File: config.mk
export PLATFORM = sky130hd
export DESIGN_NAME = turn_scheduler
export DESIGN_NICKNAME = d
export VERILOG_FILES = /design/src/rtl/turn_scheduler.sv
export SDC_FILE = /design/constraint.sdc
export NUM_CORES = 1
export LEC_CHECK = 0
export ABC_AREA = 1
export ABC_CLOCK_PERIOD_IN_PS = 1540
export BUFFER_PORTS_ARGS = -buffer_cell sky130_fd_sc_hd__buf_2
export CAP_MARGIN = 20
export CORE_UTILIZATION = 30
export CTS_CLUSTER_SIZE = 25
export DETAILED_ROUTE_END_ITERATION = 12
export SYNTH_ARGS = -nofsm -noshare
export SYNTH_HDL_FRONTEND = slang
export SYNTH_SLANG_ARGS = --single-unit
File: constraint.sdc
create_clock -name clk -period 1.54 [get_ports clk]
set_clock_uncertainty 0.15 [all_clocks]
set_input_delay 0.077 -clock clk [delete_from_list [all_inputs] [get_ports clk]]
set_output_delay 0.077 -clock clk [all_outputs]
set_load 0.05 [all_outputs]
File: src/rtl/turn_scheduler.sv
// Round-robin turn sequencer for four player lanes with tick-timed turns.
// Optional PAUSE_FREEZE_EN adds a pause input that freezes turn timing.
module turn_scheduler #(
    parameter int TICK_DIV   = 10000,
    parameter int TURN_TICKS = 200
) (
    input  logic       clk,
    input  logic       rst,
    input  logic       start,
    input  logic [3:0] alive,
    input  logic [3:0] done,
`ifdef PAUSE_FREEZE_EN
    input  logic       pause,
`endif
    output logic [1:0] cur_player,
    output logic [3:0] grant,
    output logic       turn_start,
    output logic       turn_end,
    output logic [7:0] ticks_left,
    output logic       game_over,
    output logic [1:0] winner,
    output logic       winner_valid
);

    localparam logic [2:0] S_IDLE    = 3'd0;
    localparam logic [2:0] S_SELECT  = 3'd1;
    localparam logic [2:0] S_TURN    = 3'd2;
    localparam logic [2:0] S_ADVANCE = 3'd3;
    localparam logic [2:0] S_OVER    = 3'd4;

    localparam int PW = (TICK_DIV > 1) ? $clog2(TICK_DIV) : 1;

    logic [2:0]    state;
    logic [1:0]    base;
    logic [PW-1:0] prescaler;
    logic [2:0]    pop;
    logic [1:0]    next_idx;
    logic [1:0]    idx;
    logic          freeze;
    logic          in_turn;
    logic          term;
    logic          tick_wrap;

`ifdef PAUSE_FREEZE_EN
    assign freeze = pause;
`else
    assign freeze = 1'b0;
`endif

    assign pop       = 3'($countones(alive));
    assign in_turn   = (state == S_TURN);
    assign tick_wrap = (prescaler == PW'(TICK_DIV - 1));

    // Losing the player ends the turn even while timing is frozen.
    assign term = in_turn &&
                  (!alive[cur_player] ||
                   (!freeze && ((ticks_left == 8'd0) || done[cur_player])));

    assign grant     = in_turn ? (4'b0001 << cur_player) : 4'b0000;
    assign turn_end  = term;
    assign game_over = (state == S_OVER);

    // Scan descending so the nearest alive player after base wins.
    always_comb begin
        next_idx = base;
        idx      = base;
        for (int i = 4; i >= 1; i--) begin
            idx = base + 2'(i);
            if (alive[idx]) next_idx = idx;
        end
    end

    always_ff @(posedge clk or posedge rst) begin
        if (rst) begin
            state        <= S_IDLE;
            base         <= 2'd3;
            prescaler    <= '0;
            cur_player   <= 2'd0;
            ticks_left   <= 8'd0;
            turn_start   <= 1'b0;
            winner       <= 2'd0;
            winner_valid <= 1'b0;
        end else begin
            turn_start <= 1'b0;
            unique case (state)
                S_IDLE: begin
                    if (start) begin
                        base  <= 2'd3;
                        state <= S_SELECT;
                    end
                end
                S_SELECT: begin
                    if (pop <= 3'd1) begin
                        winner_valid <= (pop == 3'd1);
                        if (pop == 3'd1) winner <= next_idx;
                        state <= S_OVER;
                    end else begin
                        cur_player <= next_idx;
                        ticks_left <= 8'(TURN_TICKS);
                        prescaler  <= '0;
                        turn_start <= 1'b1;
                        state      <= S_TURN;
                    end
                end
                S_TURN: begin
                    if (term) begin
                        state <= S_ADVANCE;
                    end else if (!freeze) begin
                        if (tick_wrap) begin
                            prescaler <= '0;
                            if (ticks_left != 8'd0)
                                ticks_left <= ticks_left - 8'd1;
                        end else begin
                            prescaler <= prescaler + 1'b1;
                        end
                    end
                end
                S_ADVANCE: begin
                    base  <= cur_player;
                    state <= S_SELECT;
                end
                S_OVER: begin
                    if (start) begin
                        winner_valid <= 1'b0;
                        base         <= 2'd3;
                        state        <= S_SELECT;
                    end
                end
                default: state <= S_IDLE;
            endcase
        end
    end

endmodule
==> results.py <==
metrics = {
    "critical_path": {
        "start_kind": "flip-flop",
        "slowest_stage": "dfrtp_2",
        "startpoint": "cur_player[0]$_DFFE_PP0P_",
        "worst_ep_arrival_time_ns": 1.62,
        "reg2reg_depth": 12,
        "crit_type": "flip-flop to output pin",
        "rrSetupSlack_ns": -0.29,
        "cp_top_family": "flip-flops",
        "crit_path_max_fanout": 8,
        "r2r-start": "cur_player[0]$_DFFE_PP0P_",
        "critical_path_buf_inv_count": 4,
        "cp_cell_sequence": "inv_8 > nand2_2 > nand2_1 > nand2_1 > nand2_2 > nand3_4 > nand2_4 > buf_12 > clkinvlp_4 > buf_8",
        "endpoint_kind": "output pin",
        "worstPathRequired_ns": 1.31,
        "cp.depth": 10,
        "crit_path_end": "turn_end",
        "r2r_end": "prescaler[11]$_DFFE_PP0P_",
        "max_stage_delay_ns": 0.49,
    },
    "floorplanning": {
        "start_util_pct": 31.71,
        "core_sq_mm": 0.007888,
        "die_w_microns": 93.31,
        "die-area_sq_mm": 0.008707,
        "die_h_microns": 93.31,
        "rows": 32,
        "io_pins": 31,
    },
    "run_status": {
        "violations": "setup timing",
        "status": "finished with violations",
    },
    "grt": {
        "grt_pass1_vias": 2729,
        "grt_pass1_wl_microns": 11950,
        "grt_max_degree": 34,
        "grt_util_all_layers_pct": 17.16,
        "grt_overflow": 0,
        "antenna_found_initial": 0,
    },
    "logic_synthesis": {
        "synth_area_leader_cell": "dfrtp_1",
        "synthFlopType": "dfrtp_1",
        "synth-edff-count": 0,
        "yosys_warnings": 0,
        "synth-seq-area-share_pct": 33.12,
        "async_reset_ff_share_pct": 100.0,
        "synth_top_area_share_pct": 31.02,
        "synth_area_sq_mm": 0.002501,
        "synth_commonest_cells": "nand2_1, inv_1, nand3_1",
        "synth.most_common_cell": "nand2_1",
        "syn_inst": 364,
        "yosys-top-cells-area": "dfrtp_1, nand2_1, nand3_1",
        "yosysUniqueCellTypes": 36,
        "ys_seq_elements": 33,
        "synth.net_count": 383,
        "avgSynthCellArea_sq_um": 6.871,
    },
    "timing": {
        "min_period_ns": 1.846,
        "relSlewSlack_pct": 69.95,
        "fmax_mhz": 541.7,
        "period_share_pct": 119.9,
        "worst_slack_ns": -0.3061,
        "max_slew.worst_pin.slew_ns": 0.4508,
        "hold_viol": 0,
        "setup_viol": 34,
        "rsz0062_at_grt": "yes",
        "maxSlewViolCount": 0,
        "tns_ns": -6.132,
    },
    "power": {
        "power_density_mw_per_mm2": 1835,
        "p_leak_uw": 0.002015,
        "ir_worst_vdd_mv": 0.5506,
        "power_uw": 7404,
    },
    "final_layout": {
        "nets": 507,
        "antenna_cells": 0,
        "fin_cells": 591,
        "area_growth_pct": 61.28,
        "fill_cells": 739,
        "postLayoutCoreUtil_pct": 51.14,
        "layout-drive-gt1-share_pct": 49.49,
    },
    "clock_tree": {
        "cts_tree": "yes",
        "cts.sinks": 33,
        "ctsRootBufferMaster": "clkbuf_8",
        "htreeDepth": 2,
        "clkLatencyLatePin_ns": 0.29,
        "clk_pin_slew_worst_paths_ns": 0.07,
        "clock_path_buffers": 2,
        "cts_buffers": 5,
    },
    "detailed_routing": {
        "wl_microns": 6866,
        "via_count": 2744,
        "firstDrtPassIters": 5,
        "drtIter0Drc": 106,
        "viasPerCell": 4.643,
        "ant_nets": 0,
        "wl_per_cell_microns": 11.62,
        "drc": 0,
    },
    "hold_path": {
        "holdCritStartpoint": "alive[2]",
        "hold_class": "input port to flip-flop",
        "hold_depth": 7,
    },
    "placement": {
        "dp_hpwl_microns": 4927,
        "place_congestion": 0.8534,
        "post-place-cells": 555,
        "place_ws_ns": -0.5810,
        "portBuffers": 30,
    },
    "flow_run": {
        "maxCapViolations": 0,
    },
}
[report_power, final]
group / switching [uW] / total, uW / internal [uW]
combinational: 2950 / 5300 / 2350
clock: 345 / 750 / 405
sequential: 226 / 1350 / 1120
[flip-flops by register name, summed over array words and instances, names as in the netlist]
register and cells:
prescaler 14, ticks_left 8, state 3, base 2
cur_player 2, winner 2, turn_start 1, winner_valid 1
[per-stage QoR]
step	hold slack, ns	instance area (sq um)
2_1_floorplan	0.05386	2651
3_3_place_gp	0.05780	3385
3_5_place_dp	0.06415	3385
4_1_cts	0.2765	3889
5_1_grt	0.2783	4034
6_report	0.2418	4034
[per-layer routing]
metal	track usage [%]	part of all wire (%)	vias to the layer above
met5	0	0	-
met4	5.256	1.0	0
met3	3.171	4.0	8
met2	30.70	52	51
met1	20.72	43	1282
li1	-	-	1403
[worst min-delay path: cells and delay by family]
kind                   cells  cell delay [ns]
buffers and inverters      1             0.13
AND/OR/NAND/NOR            5             0.36
AO/OA/AOI/OAI              1             0.07
[worst min path at each step]
stage	end	slack, ns
floorplan	prescaler[0]$_DFFE_PP0P_	0.05
global placement	state[2]$_DFFE_PP0P_	0.06
detailed placement	winner_valid$_DFFE_PP0P_	0.06
CTS	cur_player[1]$_DFFE_PP0P_	0.28
global route	cur_player[1]$_DFFE_PP0P_	0.28
finish	cur_player[1]$_DFFE_PP0P_	0.24
[placed cells by master, fill, tap and decap left out, types with 2 or more instances in the layout]
cell type and instances:
inv_1 34, dlygate4sd3_1 2, a21oi_1 2, or2_2 3, inv_2 11, buf_6 13, dfrtp_1 23, nand3_2 14
o21ai_2 10, nand2_1 94, o21ai_1 5, ha_4 2, nand2_4 4, nor2_4 5, nor3_1 8, buf_12 5
nor2_1 21, a22oi_1 2, nand2_2 25, o21ai_0 5, ha_1 2, xor2_1 4, nand3_4 2, dfstp_2 2
buf_2 22, dfrtp_2 8, buf_4 83, nand4_1 8, nor2_2 5, nor3_4 4, nand3_1 32, ha_2 3
clkbuf_8 7
[layout make-up]
class | count | area [sq um] | share of cell area [%]
flip-flops and latches | 33 | 838.3 | 20.78
multi-input cells | 271 | 1700 | 42.15
inverters | 50 | 219.0 | 5.428
repair buffers | 127 | 1047 | 25.96
clock inverters | 1 | 5.005 | 0.1241
well taps | 102 | 127.6 | 3.164
clock buffers | 7 | 96.34 | 2.388
[kinds of logic after synthesis]
group	after synthesis	synth area share [%]
fa+ha+maj	8	4.302
compound gates	26	6.403
simple gates	231	43.22
buf+inv	60	10.86
flops	33	33.12
xor+xnor	6	2.101
[repair_timing]
| item | CTS | global route |
|---|---|---|
| endpoints found under the setup margin | 34 | 35 |
| pin swaps | 19 | 27 |
| hold buffers | 2 | 0 |
| endpoints found under the hold margin | 33 | 0 |
| resized for setup | 48 | 36 |
| cloned | 1 | 0 |
| buffers inserted | 22 | 6 |
No activity file was read; power rests on OpenSTA's default activity.
